$ cat config.mk
export PLATFORM = sky130hd
export DESIGN_NAME = button_seq_player
export DESIGN_NICKNAME = d
export VERILOG_FILES = /design/src/rtl/button_seq_player_pkg.sv /design/src/rtl/seq_prog_ram.sv /design/src/rtl/button_seq_player.sv
export SDC_FILE = /design/constraint.sdc
export NUM_CORES = 1
export LEC_CHECK = 0
export BUFFER_PORTS_ARGS = -buffer_cell sky130_fd_sc_hd__buf_2
export CAP_MARGIN = 20
export CORE_MARGIN = 1.5
export CORE_UTILIZATION = 40
export DETAILED_ROUTE_END_ITERATION = 7
export GPL_TIMING_DRIVEN = 0
export SLEW_MARGIN = 30
export SYNTH_ARGS = -nofsm -noshare
export SYNTH_HDL_FRONTEND = slang
export SYNTH_SLANG_ARGS = --single-unit
export TNS_END_PERCENT = 1
$ cat constraint.sdc
create_clock -name clk -period 8.8 [get_ports clk]
set_input_delay 1.32 -clock clk [delete_from_list [all_inputs] [get_ports clk]]
set_output_delay 1.32 -clock clk [all_outputs]
set_load 0.01 [all_outputs]
$ cat src/rtl/button_seq_player_pkg.sv
// Shared definitions for the attract-mode button sequencer: button codes,
// default field widths and the playback state encoding.
package button_seq_player_pkg;

  localparam int BTN_W_DEF = 5;
  localparam int SEQ_DLY_W = 8;

  function automatic int seq_entry_w(input int btn_w, input int dly_w);
    return btn_w + dly_w;
  endfunction

  localparam int SEQ_ENTRY_W = seq_entry_w(BTN_W_DEF, SEQ_DLY_W);

  typedef enum logic [BTN_W_DEF-1:0] {
    BUTTON_NONE  = 5'd0,
    BUTTON_UP    = 5'd1,
    BUTTON_DOWN  = 5'd2,
    BUTTON_LEFT  = 5'd3,
    BUTTON_RIGHT = 5'd4,
    BUTTON_MID   = 5'd5
  } button_e;

  typedef enum logic [1:0] {
    ST_IDLE  = 2'd0,
    ST_GAP   = 2'd1,
    ST_PULSE = 2'd2
  } seq_state_e;

endpackage

$ cat src/rtl/seq_prog_ram.sv
// Program store for the sequencer: synchronous write, registered read.
// A write to the address being read is forwarded so a freshly written entry 0 is seen at start.
module seq_prog_ram
  import button_seq_player_pkg::*;
#(
  parameter int DEPTH = 16,
  parameter int W     = SEQ_ENTRY_W,
  parameter int AW    = $clog2(DEPTH)
) (
  input  logic          clk,
  input  logic          wr_en_i,
  input  logic [AW-1:0] wr_addr_i,
  input  logic [W-1:0]  wr_data_i,
  input  logic [AW-1:0] rd_addr_i,
  output logic [W-1:0]  rd_data_o
);

  logic [W-1:0] r_mem [DEPTH];
  logic [W-1:0] r_rd_data;

  always_ff @(posedge clk) begin
    if (wr_en_i) begin
      r_mem[wr_addr_i] <= wr_data_i;
    end
    if (wr_en_i && (wr_addr_i == rd_addr_i)) begin
      r_rd_data <= wr_data_i;
    end else begin
      r_rd_data <= r_mem[rd_addr_i];
    end
  end

  assign rd_data_o = r_rd_data;

endmodule

$ cat src/rtl/button_seq_player.sv
// Replays {code, pre-delay} entries onto the game button bus; passes live buttons when idle.
//   state    | meaning
//   ST_IDLE  | live passthrough, program writable, waiting for start
//   ST_GAP   | driving NONE for the current entry's pre-delay
//   ST_PULSE | driving the current entry's code for PULSE_LEN cycles
module button_seq_player
  import button_seq_player_pkg::*;
#(
  parameter int BTN_W     = BTN_W_DEF,
  parameter int DEPTH     = 16,
  parameter int DLY_W     = SEQ_DLY_W,
  parameter int PULSE_LEN = 1,
  parameter int AW        = $clog2(DEPTH)
) (
  input  logic                   clk,
  input  logic                   rst_n,
  input  logic                   start_i,
  input  logic                   abort_i,
  input  logic                   loop_i,
  input  logic [AW:0]            prog_len_i,
  input  logic                   wr_en_i,
  input  logic [AW-1:0]          wr_addr_i,
  input  logic [BTN_W+DLY_W-1:0] wr_data_i,
  input  logic [BTN_W-1:0]       live_button_i,
  output logic [BTN_W-1:0]       button_o,
  output logic                   busy_o,
  output logic                   done_o,
  output logic [AW-1:0]          step_o
);

  localparam int EW = BTN_W + DLY_W;
  localparam int PW = $clog2(PULSE_LEN + 1);
  localparam logic [PW-1:0]    PLS_LAST = PW'(PULSE_LEN - 1);
  localparam logic [BTN_W-1:0] NONE     = BTN_W'(BUTTON_NONE);

  seq_state_e       r_state, w_state_nxt;
  logic [AW:0]      r_len, w_len_nxt;
  logic [AW-1:0]    r_step, w_step_nxt, w_enter_idx, w_rd_addr;
  logic [DLY_W-1:0] r_dly, w_dly_nxt;
  logic [PW-1:0]    r_pls, w_pls_nxt;
  logic [BTN_W-1:0] r_code, w_code_nxt, r_btn, w_btn_nxt;
  logic             r_done, w_done_nxt;
  logic             w_enter, w_last, w_wr_en;
  logic [AW:0]      w_step_inc;
  logic [EW-1:0]    w_rd_data;
  logic [BTN_W-1:0] w_ent_code;
  logic [DLY_W-1:0] w_ent_dly;

  assign w_ent_code = w_rd_data[EW-1 -: BTN_W];
  assign w_ent_dly  = w_rd_data[DLY_W-1:0];
  assign w_last     = (({1'b0, r_step} + 1'b1) == r_len);
  assign w_wr_en    = wr_en_i && (r_state == ST_IDLE);

  always_comb begin
    w_state_nxt = r_state;
    w_len_nxt   = r_len;
    w_step_nxt  = r_step;
    w_dly_nxt   = r_dly;
    w_pls_nxt   = r_pls;
    w_code_nxt  = r_code;
    w_btn_nxt   = r_btn;
    w_done_nxt  = 1'b0;
    w_enter     = 1'b0;
    w_enter_idx = '0;

    case (r_state)
      ST_IDLE: begin
        w_btn_nxt  = live_button_i;
        w_step_nxt = '0;
        if (start_i) begin
          w_len_nxt = prog_len_i;
          if (prog_len_i == '0) begin
            w_done_nxt = 1'b1;
          end else begin
            w_enter = 1'b1;
          end
        end
      end
      ST_GAP: begin
        w_btn_nxt = NONE;
        if (r_dly == '0) begin
          w_state_nxt = ST_PULSE;
          w_btn_nxt   = r_code;
          w_pls_nxt   = PLS_LAST;
        end else begin
          w_dly_nxt = r_dly - 1'b1;
        end
      end
      ST_PULSE: begin
        if (r_pls != '0) begin
          w_pls_nxt = r_pls - 1'b1;
        end else if (!w_last) begin
          w_enter     = 1'b1;
          w_enter_idx = r_step + 1'b1;
        end else if (loop_i) begin
          w_enter = 1'b1;
        end else begin
          w_state_nxt = ST_IDLE;
          w_btn_nxt   = NONE;
          w_step_nxt  = '0;
          w_done_nxt  = 1'b1;
        end
      end
      default: begin
        w_state_nxt = ST_IDLE;
        w_btn_nxt   = NONE;
      end
    endcase

    // Entry data is already waiting in the RAM output thanks to the prefetch below.
    if (w_enter) begin
      w_step_nxt = w_enter_idx;
      w_code_nxt = w_ent_code;
      if (w_ent_dly == '0) begin
        w_state_nxt = ST_PULSE;
        w_btn_nxt   = w_ent_code;
        w_pls_nxt   = PLS_LAST;
      end else begin
        w_state_nxt = ST_GAP;
        w_btn_nxt   = NONE;
        w_dly_nxt   = w_ent_dly - 1'b1;
      end
    end

    if (abort_i) begin
      w_state_nxt = ST_IDLE;
      w_btn_nxt   = NONE;
      w_step_nxt  = '0;
      w_done_nxt  = 1'b0;
    end
  end

  // Read the entry after the one being run, so it is ready when the current pulse ends.
  assign w_step_inc = {1'b0, w_step_nxt} + 1'b1;
  assign w_rd_addr  = ((w_state_nxt == ST_IDLE) || (w_step_inc >= w_len_nxt)) ? '0
                                                                               : w_step_inc[AW-1:0];

  seq_prog_ram #(
    .DEPTH (DEPTH),
    .W     (EW),
    .AW    (AW)
  ) u_prog_ram (
    .clk       (clk),
    .wr_en_i   (w_wr_en),
    .wr_addr_i (wr_addr_i),
    .wr_data_i (wr_data_i),
    .rd_addr_i (w_rd_addr),
    .rd_data_o (w_rd_data)
  );

  always_ff @(posedge clk or negedge rst_n) begin
    if (!rst_n) begin
      r_state <= ST_IDLE;
      r_len   <= '0;
      r_step  <= '0;
      r_dly   <= '0;
      r_pls   <= '0;
      r_code  <= NONE;
      r_btn   <= NONE;
      r_done  <= 1'b0;
    end else begin
      r_state <= w_state_nxt;
      r_len   <= w_len_nxt;
      r_step  <= w_step_nxt;
      r_dly   <= w_dly_nxt;
      r_pls   <= w_pls_nxt;
      r_code  <= w_code_nxt;
      r_btn   <= w_btn_nxt;
      r_done  <= w_done_nxt;
    end
  end

  assign button_o = r_btn;
  assign busy_o   = (r_state != ST_IDLE);
  assign done_o   = r_done;
  assign step_o   = r_step;

endmodule
==> results.py <==
metrics = {
    "outcome": {
        "status": "complete, no violations",
    },
    "worst_setup_path": {
        "rr_worst_depth": 11,
        "cp.depth": 11,
        "critPathMaxStageDelay_ns": 0.75,
        "cp-end-kind": "flop",
        "path_buf_inv": 4,
        "critPathSlowestCell": "buf_1",
        "critical_path_class": "flop to flop",
        "path_max_fanout": 10,
        "worst_path_most_repeated_cell": "buf_1",
        "required_ns": 9.21,
        "cp_top_family": "buffers and inverters",
        "arrival_ns": 5.25,
        "worstSetupStartpointType": "flop",
        "worstPathCellList": "clkbuf_1, buf_1, buf_1, mux4_2, a221oi_2, ha_1, nand2_1, or4b_4, buf_6, nand2_8, mux2_2",
    },
    "pwr": {
        "ir_drop_uv": 145,
        "power.density_nw_per_um2": 207,
        "cellLeakagePower_nw": 4.17,
    },
    "run": {
        "maxCapViolCount": 0,
    },
    "synthesis": {
        "synth_edf_count": 208,
        "yosys.area_share.adder": 0.0180,
        "synth-simple-area-share": 0.0699,
        "synth-main-ff-cell": "edfxtp_1",
        "synth.top_cell.area_share": 0.600,
        "async_flop_share": 0.128,
        "synthMuxAreaShare": 0.145,
        "syn_area_per_cell_um2": 17.4,
        "synth_top_area_cell": "edfxtp_1",
        "synth-compound-area-share": 0.0511,
        "ys_seq_area_frac": 0.682,
        "synth-seq-cells": 243,
        "syn_inst": 598,
        "ys_types": 63,
        "syn_nets": 646,
        "syn_area_um2": 10400,
        "synth_top_family_by_area": "multiplexers",
        "yosysMostFrequentCell": "edfxtp_1",
        "synth_common_cells": "edfxtp_1, mux4_2, nand2_1",
        "synth-xor-area-share": 0.0160,
        "ys.warnings.count": 0,
        "synthTopCellsByArea": "edfxtp_1, mux4_2, dfrtp_1",
    },
    "hold_path": {
        "hold_class": "flop to flop",
        "holdPathStages": 2,
    },
    "layout": {
        "layout.nets": 731,
        "drive_above_1_share": 0.264,
        "register_area_um2": 7100,
        "area_growth_pct": 16.0,
        "stdcell_count": 1033,
        "fillers": 2172,
        "multi_input_area_um2": 3220,
    },
    "route": {
        "wire_per_inst_um": 22.0,
        "routed_wl_um": 22700,
        "antenna_left": 0,
        "drt_iter0_markers": 459,
        "drc": 0,
        "drt-vias-per-instance": 5.50,
        "first_pass_iters": 7,
        "vias": 5683,
    },
    "floorplan": {
        "core_um2": 25400,
        "io_pins": 44,
        "rows": 58,
        "initial_core_util": 0.410,
        "die-area_um2": 27000,
        "die_w_um": 164,
        "fp.dieH_um": 164,
    },
    "clock_network": {
        "cts_sinks": 243,
        "htree_levels": 1,
        "ctsHoldBuffers": 0,
        "cts_tree": "built",
        "clk_path_buf_depth": 3,
        "ctsResizeCount": 0,
        "cts_buffers": 26,
        "clkTransAtPathRegs_ns": 0.06,
        "insertion_delay_ns": 0.54,
        "cts_root_buf": "clkbuf_16",
        "post-cts-setup-buffers": 0,
    },
    "global_route": {
        "grt_antenna_before_repair": 1,
        "grt_pass1_wl_um": 34600,
        "grt_max_degree": 32,
        "grt_pass1_vias": 5853,
        "grt_usage": 0.173,
        "grt_overflow": 0,
    },
    "sta": {
        "max-slew-margin-rel": 0.385,
        "setup_viol_count_final": 0,
        "final.period_utilization": 0.550,
        "clock_skew_ns": 0.0174,
        "rsz0062_at_grt": "no",
        "worstMarginPinSlew_ns": 0.922,
        "finalSetupTns_ns": 0,
        "finalCriticalPeriod_ns": 4.84,
        "slew_viol_final": 0,
        "fmax_ghz": 0.207,
        "hold_viol": 0,
    },
    "placed_design": {
        "gp_congestion": 0.835,
        "hpwl_um": 15400,
        "dp.cells": 985,
        "port_buffers": 43,
    },
}
[metal layers]
layer / share of wire / vias up / GRT usage
met5: 0 / - / 0
met4: 0.032 / 0 / 0.0562
li1: - / 2573 / -
met3: 0.042 / 50 / 0.0275
met2: 0.50 / 150 / 0.296
met1: 0.43 / 2910 / 0.226
[power by group]
group | internal [mW] | leakage [nW] | switching [mW] | total [mW]
registers | 1.28 | 2.30 | 0.0189 | 1.30
logic | 0.0874 | 1.50 | 0.111 | 0.198
clock network | 0.571 | 0.377 | 0.427 | 0.998
[logic make-up (layout without fill, tap and decap cells)]
logic type / count (synthesis) / in the layout
XOR/XNOR: 19 / 19
other: 0 / 1
buffers and inverters: 38 / 142
flip-flops: 243 / 243
AND/OR/NAND/NOR: 138 / 138
adder cells (fa/ha/maj): 15 / 15
multiplexers: 80 / 80
AO/OA/AOI/OAI: 65 / 65
[registers in the layout, indices dropped and copies added (netlist names), named ones only]
name and flops:
u_prog_ram.r_mem 208, r_dly 8, button_o 5, r_code 5, r_len 5, step_o 4, r_state 2, done_o 1
r_pls 1
[final timing paths]
check | from | end | slack (ns)
max in group asynchronous | rst_n | button_o[4] | 7.49
worst max-delay path | flop | r_dly[7] | 3.96
min in group asynchronous | rst_n | r_dly[2] | 0.84
worst min-delay path | r_code[2] | r_code[2] | 0.48
worst max register to register | flop | r_dly[7] | 3.96
worst min register to register | r_code[2] | r_code[2] | 0.48
[cell usage in the layout (no fill, tap or decap), types with 4 or more instances in the layout]
| cell type | synthesis | final |
|---|---|---|
| a211oi_2 | 5 | 5 |
| a21oi_1 | 11 | 11 |
| a221oi_1 | 6 | 6 |
| a22o_1 | 7 | 7 |
| a22oi_1 | 7 | 7 |
| and2_1 | 6 | 6 |
| buf_2 | 3 | 46 |
| buf_4 | 0 | 6 |
| buf_6 | 5 | 10 |
| clkbuf_1 | 10 | 16 |
| clkbuf_16 | 0 | 26 |
| clkinv_1 | 0 | 8 |
| dfrtp_1 | 31 | 31 |
| dfxtp_1 | 4 | 4 |
| edfxtp_1 | 208 | 208 |
| ha_1 | 15 | 15 |
| inv_1 | 16 | 16 |
| mux2_2 | 5 | 5 |
| mux2i_1 | 20 | 20 |
| mux4_1 | 5 | 5 |
| mux4_2 | 50 | 50 |
| nand2_1 | 42 | 42 |
| nand2b_1 | 5 | 5 |
| nand3_1 | 5 | 5 |
| nand3b_1 | 6 | 6 |
| nor2_1 | 36 | 24 |
| nor2_4 | 0 | 9 |
| nor2b_1 | 8 | 8 |
| nor3_2 | 0 | 4 |
| o21ai_0 | 4 | 4 |
| xnor2_1 | 13 | 13 |
| xor2_1 | 6 | 6 |
[worst min-delay path, cell delays in order, from the launching register on]
cell     delay (ns)
dfrtp_1        0.34
nand2_1        0.05
nand2_1        0.06
[layout make-up]
cell class / count / share of cell area
Clock buffer: 32 / 0.0557
Tap cell: 330 / 0.0342
Sequential cell: 243 / 0.588
Clock inverter: 15 / 0.00891
Inverter: 17 / 0.00528
Multi-Input combinational cell: 317 / 0.267
Antenna cell: 1 / 0.000207
Buffer: 21 / 0.00994
Timing Repair Buffer: 57 / 0.0310
[per-stage QoR]
step           power (mW)  setup slack, ns  hold WS, ns  area, um^2   util
2_1_floorplan        1.45             4.75        0.440       10400      -
3_3_place_gp         1.51             4.03        0.454       11000  0.435
3_5_place_dp         1.53             4.02        0.473       11300  0.445
4_1_cts              2.52             3.98        0.487       12100  0.475
5_1_grt              2.58             3.76        0.515       12100  0.475
6_report             2.50             3.96        0.480       12100  0.476
Note: power is estimated with default switching activity, not from simulation.
